File: src/rtl/mul_pkg.sv
// Shared constants and types for the sequential shift-add multiplier.
package mul_pkg;

  localparam int unsigned MUL_N      = 32;
  localparam int unsigned MUL_CNT_W  = $clog2(MUL_N);
  localparam int unsigned MUL_CNT_LAST = MUL_N - 1;

  typedef enum logic {
    ST_IDLE = 1'b0,
    ST_BUSY = 1'b1
  } mul_state_t;

endpackage

File: src/rtl/mul_step.sv
// One shift-add iteration: conditional add of mcand into hi, then a
// (2N+1)-bit right shift of {carry,hi,lo}.
module mul_step #(
  parameter int unsigned N = 32
) (
  input  logic [N-1:0]   hi,
  input  logic [N-1:0]   lo,
  input  logic [N-1:0]   mcand,
  output logic [2*N-1:0] prod_next
);

  logic [N:0] sum;

  always_comb begin
    sum = {1'b0, hi};
    if (lo[0]) begin
      sum = {1'b0, hi} + {1'b0, mcand};
    end
    prod_next = {sum, lo[N-1:1]};
  end

endmodule

File: src/rtl/multu_seq.sv
// Sequential N-cycle shift-add multiplier with start/busy/done handshake.
// Optional signed mode enabled by defining MULT_SIGNED_EN.
module multu_seq
  import mul_pkg::*;
#(
  parameter int unsigned N = MUL_N
) (
  input  logic         clock,
  input  logic         reset,
  input  logic         start,
  input  logic [N-1:0] a,
  input  logic [N-1:0] b,
`ifdef MULT_SIGNED_EN
  input  logic         is_signed,
`endif
  output logic [N-1:0] hi,
  output logic [N-1:0] lo,
  output logic         busy,
  output logic         done
);

  localparam int unsigned CNT_W = (N > 1) ? $clog2(N) : 1;
  localparam logic [CNT_W-1:0] CNT_LAST = CNT_W'(N - 1);

  mul_state_t     state, state_n;
  logic [CNT_W-1:0] cnt, cnt_n;
  logic [N-1:0]   mcand, mcand_n;
  logic [N-1:0]   hi_n, lo_n;
  logic           done_n;
  logic [N-1:0]   a_op, b_op;
  logic           neg, neg_n;
  logic           neg_acc;
  logic [2*N-1:0] prod_step;
  logic [2*N-1:0] prod_final;

  // Operand conditioning at accept: magnitudes and result sign in signed mode.
`ifdef MULT_SIGNED_EN
  always_comb begin
    a_op    = a;
    b_op    = b;
    neg_acc = 1'b0;
    if (is_signed) begin
      a_op    = a[N-1] ? N'(-a) : a;
      b_op    = b[N-1] ? N'(-b) : b;
      neg_acc = a[N-1] ^ b[N-1];
    end
  end
  assign prod_final = neg ? (2*N)'(-prod_step) : prod_step;
`else
  assign a_op       = a;
  assign b_op       = b;
  assign neg_acc    = 1'b0;
  assign prod_final = prod_step;
`endif

  mul_step #(.N(N)) u_step (
    .hi       (hi),
    .lo       (lo),
    .mcand    (mcand),
    .prod_next(prod_step)
  );

  // Next-state and datapath update.
  always_comb begin
    state_n = state;
    cnt_n   = cnt;
    mcand_n = mcand;
    hi_n    = hi;
    lo_n    = lo;
    neg_n   = neg;
    done_n  = 1'b0;
    case (state)
      ST_IDLE: begin
        if (start) begin
          state_n = ST_BUSY;
          mcand_n = a_op;
          hi_n    = '0;
          lo_n    = b_op;
          cnt_n   = '0;
          neg_n   = neg_acc;
        end
      end
      ST_BUSY: begin
        {hi_n, lo_n} = prod_step;
        cnt_n        = cnt + CNT_W'(1);
        if (cnt == CNT_LAST) begin
          {hi_n, lo_n} = prod_final;
          state_n      = ST_IDLE;
          done_n       = 1'b1;
        end
      end
      default: state_n = ST_IDLE;
    endcase
  end

  always_ff @(posedge clock) begin
    if (reset) begin
      state <= ST_IDLE;
      cnt   <= '0;
      mcand <= '0;
      hi    <= '0;
      lo    <= '0;
      neg   <= 1'b0;
      done  <= 1'b0;
    end else begin
      state <= state_n;
      cnt   <= cnt_n;
      mcand <= mcand_n;
      hi    <= hi_n;
      lo    <= lo_n;
      neg   <= neg_n;
      done  <= done_n;
    end
  end

  assign busy = (state == ST_BUSY);

endmodule

File: config.mk
export PLATFORM = sky130hd
export DESIGN_NAME = multu_seq
export DESIGN_NICKNAME = d
export VERILOG_FILES = /design/src/rtl/mul_pkg.sv /design/src/rtl/mul_step.sv /design/src/rtl/multu_seq.sv
export SDC_FILE = /design/constraint.sdc
export NUM_CORES = 1
export LEC_CHECK = 0
export ABC_CLOCK_PERIOD_IN_PS = 5600
export CORE_ASPECT_RATIO = 0.8
export CORE_UTILIZATION = 41
export DETAILED_ROUTE_END_ITERATION = 12
export PLACE_DENSITY = 0.67
export SYNTH_ARGS = -nofsm -noshare
export SYNTH_HDL_FRONTEND = slang
export SYNTH_SLANG_ARGS = --single-unit
export TNS_END_PERCENT = 20
File: constraint.sdc
create_clock -name clock -period 5.6 [get_ports clock]
set_input_delay 1.12 -clock clock [delete_from_list [all_inputs] [get_ports clock]]
set_output_delay 1.12 -clock clock [all_outputs]
set_load 0.1 [all_outputs]
; Yosys cells after proc, flatten, opt, wreduce, memory -nomap -nowiden
; Index checks and enable logic that the tools add are counted.
[totals]
in_bits = 67
ff_bits = 103
word_cells = 24
out_inout_bits = 66
[classes]
muxes = 11
reduce_logical = 2
n_addsub = 2
n_bitwise = 1
n_eq_ne = 2
[ops]
columns = op, count
row1 = 32-bit case mux with 2 select lines, 2
row2 = 32-bit 2-to-1 mux, 2
row3 = 32-bit by 32-bit adder with 33-bit output, 1
row4 = 33-bit 2-to-1 mux, 1
row5 = 5-bit case mux with 2 select lines, 1
row6 = 5-bit by 1-bit adder with 5-bit output (second input constant), 1
row7 = 5-bit == test (second input constant), 1
row8 = 5-bit 2-to-1 mux, 1
row9 = 1-bit 2-to-1 mux, 3
row10 = 2-bit != test (second input constant), 1
row11 = 1-bit case mux with 2 select lines, 1
row12 = 2-bit AND reduction, 1
row13 = 2-bit OR reduction, 1
row14 = 1-bit NOT, 1

; Logic depth before layout (Yosys ltp)
[logic_depth]
word_depth = 3
mapped_depth = 9
ltp_nobuf = 9

; Hierarchy
; A second synthesis with hierarchy kept.
[unflattened]
hier_cells = 749
hier_area_um2 = 6665.1
[by_module_without_submodules]
columns = module, area_per_inst_um2, cells_each, seq_area_each_um2, n_inst
row1 = multu_seq, 4105.2, 382, 2062.0, 1
row2 = mul_step, 2560.0, 367, 0.0, 1

; Worst setup path before layout
; Ideal clock, no wire load.
[synth_timing]
kind = flip-flop to flip-flop
from = register hi[9]
to = register hi[27]
setup_slack_ps = 2594
path_buffers = 1
period_less_slack_ps = 3006
t_arrival_ps = 2885
setup_ps = 122
t_required_ps = 5478
stages_incl_launch_ff = 10
path_cell_list = dfxtp_1 ha_1 buf_6 a21o_1 a211oi_4 a21oi_1 nand3_1 nand3_2 or4_1 nor3b_1
[synth_via]
elab_chain_len = 3
[synth_lines]
columns = item, line
row1 = from (decl), multu_seq.sv:16  ; output logic [N-1:0] hi,
row2 = from (signal assigned), multu_seq.sv:109  ; hi <= hi_n;
row3 = 32-bit by 32-bit adder with 33-bit output, mul_step.sv:17  ; sum = {1'b0, hi} + {1'b0, mcand};
row4 = 33-bit 2-to-1 mux, mul_step.sv:16  ; if (lo[0]) begin
row5 = 32-bit case mux with 2 select lines, multu_seq.sv:72  ; case (state)
; No other way between the ends.
; A chain may end at the register's enable or synchronous reset.

; Worst setup path after layout
[layout_timing]
from = register state (netlist: busy)
to = output busy
[layout_rtl]
columns = item, line
row1 = from (decl), multu_seq.sv:25  ; mul_state_t state, state_n;
row2 = from (signal assigned), multu_seq.sv:106  ; state <= state_n;
row3 = to (decl), multu_seq.sv:18  ; output logic busy,
; No word-level cell between the ends.

==> qor.yml <==
io_pins: 133
skew_ns: 0.00944
wl_per_cell_um: 15.8
hold_viol_final: 0
min_period_ns: 3.41
yosysTopAreaCell: "dfxtp_1"
die_h_um: 111
vias: 5788
first_global_vias: 5484
worstMarginPinSlew_ns: 1.00
start_kind: "register"
pwr-share-comb: 0.239
timing.setup.tns_ns: 0
critical_path.slowest_cell: "clkdlybuf4s50_1"
critPathKind: "reg2out"
yosys.area_share.xor_xnor: 0.0329
r2r_slack_ns: 2.79
critPathRequiredTime_ns: 4.48
swShare: 0.349
num_antenna_cells: 0
viasPerCell: 5.47
seq_area_frac_synth: 0.337
min_to: "mcand[6]"
ctsLongestPathBuffers: 2
hold-path-cell-count: 2
synth_compound_area_frac: 0.246
setup_viol: 0
crit_family: "buffers and inverters"
clk_pin_slew_ns: 0.08
initial_utilization: 0.424
syn_avg_cell_area_sq_um: 7.95
end_kind: "output pin"
fin_crit_sh: 0.609
nets: 971
std_cell_rows: 39
numCtsBuffers: 9
synth_warnings: 0
hold_path.class: "reg2reg"
cts_setup_buffers: 0
area_growth_pct: 27.8
cts_resized: 0
critPathMaxStageDelay_ns: 1.25
yosysTopAreaCellShare: 0.337
synth.area.top_cells: "dfxtp_1, a21oi_1, ha_1, mux2i_1, nand2_1"
total_power_mw: 1.90
synth_cells: 770
h-tree-depth: 3
cts_tree: "yes"
place_hpwl_um: 11800
ir_worst_vdd_mv: 0.151
ys_ff_latch: 103
fin_util: 0.542
wl_um: 16800
cts-root-buf: "clkbuf_16"
slew_headroom: 0.330
synth_top_family_by_area: "compound AO/OA/AOI/OAI gates"
path_buf_inv: 1
syn-num-nets: 872
grt_max_degree: 85
overflow: 0
max_freq_ghz: 0.293
synth_cell_types: 65
ys.flop_type: "dfxtp_1"
cts_sinks: 103
grt.total_usage: 0.222
antenna_found_initial: 0
synth-async-reset-ratio: 0
violations: "DRC"
die-area_sq_mm: 0.0154
routabilityCongestion: 0.899
final_cell_mix: "clkdlybuf4s50_1, a21oi_1, dfxtp_1"
instances_no_fill: 1058
drtIter0Drc: 469
p_seq_frac: 0.423
io_buffer_count: 132
crit_chain: "clkdlybuf4s50_1"
grt_pass1_wl_um: 28000
synthSimpleGateAreaFrac: 0.194
die_x_um: 139
crit_arrival_ns: 2.29
dp.cells: 1042
hp-start: "mcand[6]"
status: "complete, but fails checks"
hold_slack_ns: 0.464
clkPwrFrac: 0.338
syn_area_sq_mm: 0.00612
rsz0062_at_grt: "no"
switchingPower_mw: 0.662
drc: 10
first_pass_iters: 8
postCtsHoldBufs: 0
p_leak_nw: 3.08
p_int_mw: 1.24
synth_fa_ha_area_frac: 0.0728
cp_max_fo: 49
final_common_cell: "clkdlybuf4s50_1"
r2r_end: "hi[29]"
clk_latency_ns: 0.35
maxCapViolCount: 0
drive_gt1_frac: 0.0618
reg2regPathDepth: 9
core_area_sq_mm: 0.0144
synth_mux_area_frac: 0.0770
r2r-start: "hi[0]"
pwr_density_cell_mw_per_mm2: 242
drtAntennaViolNets: 0
synth_edf_count: 0
slew_viol_final: 0
[Yosys cell counts (all sizes together), types with 5 or more instances]
cell type and number:
nand3 15, o21bai 7, a21o 11, xor2 10, xnor2 13, nand2 98, buf 7, a31oi 15
nor3b 19, dfxtp 103, ha 34, nor3 6, a211oi 9, a22oi 5, mux2 9, nand4 8
inv 12, o22ai 8, mux2i 37, o21ai 31, nor2 93, clkbuf 44, a221oi 7, a21oi 120
[kinds of logic (layout without fill, tap and decap cells)]
family                     Yosys count  count (layout)
muxes                               46              46
adders and majority gates           35              35
AOI/OAI and AO/OA                  237             237
xor gates and xnor gates            23              23
buffers and inverters               64             168
DFF                                103             103
and+or+nand+nor                    262             262
[per-stage QoR]
stage               instance area (sq um)  worst slack [ns]
global placement                     7520              2.57
floorplan                            6120              2.59
detailed placement                   7520              2.52
global route                         7820              2.13
CTS                                  7820              2.18
finish                               7820              2.19
[cell type report]
cell class / instances / area [sq um]
tap: 184 / 230
timing repair buffer: 139 / 1370
fill: 1400 / 6620
clock buffer: 9 / 225
clock inverter: 7 / 73.8
multi-input combinational: 603 / 3810
inverter: 13 / 48.8
sequential: 103 / 2070
[registers in the layout, summed over array words and instances (netlist names)]
name	flops
hi	32
lo	32
mcand	32
cnt	5
busy	1
done	1
[worst max-delay path by stage]
stage | from | endpoint | slack [ns] | cells after the start
after global routing | busy | busy | 2.13 | 1
after detailed placement | start | mcand[4] | 2.52 | 5
after CTS | busy | busy | 2.18 | 1
final | busy | busy | 2.19 | 1
after global placement | start | mcand[0] | 2.57 | 5
after floorplan | hi[9] | hi[27] | 2.59 | 9
[power by group through the flow]
stage               logic (mW)  registers (mW)  clock network (mW)
CTS                      0.454           0.802               0.652
floorplan                0.181           0.956                   0
global placement         0.450           0.819                   0
finish                   0.453           0.802               0.641
detailed placement       0.453           0.819                   0
global route             0.486           0.808               0.686
[layer usage]
layer | wire length [um] | GRT usage | part of all wire
met5 | 0 | 0 | 0
met4 | 172 | 0.0452 | 0.010
met3 | 722 | 0.0415 | 0.043
met2 | 7130 | 0.340 | 0.43
met1 | 8740 | 0.322 | 0.52
[tightest hold or removal path, stage by stage, from the launching register on]
cell and delay (ns):
dfxtp_1 0.32, nand2_1 0.05, a21oi_1 0.05
Power figures use the tool's default switching activity.
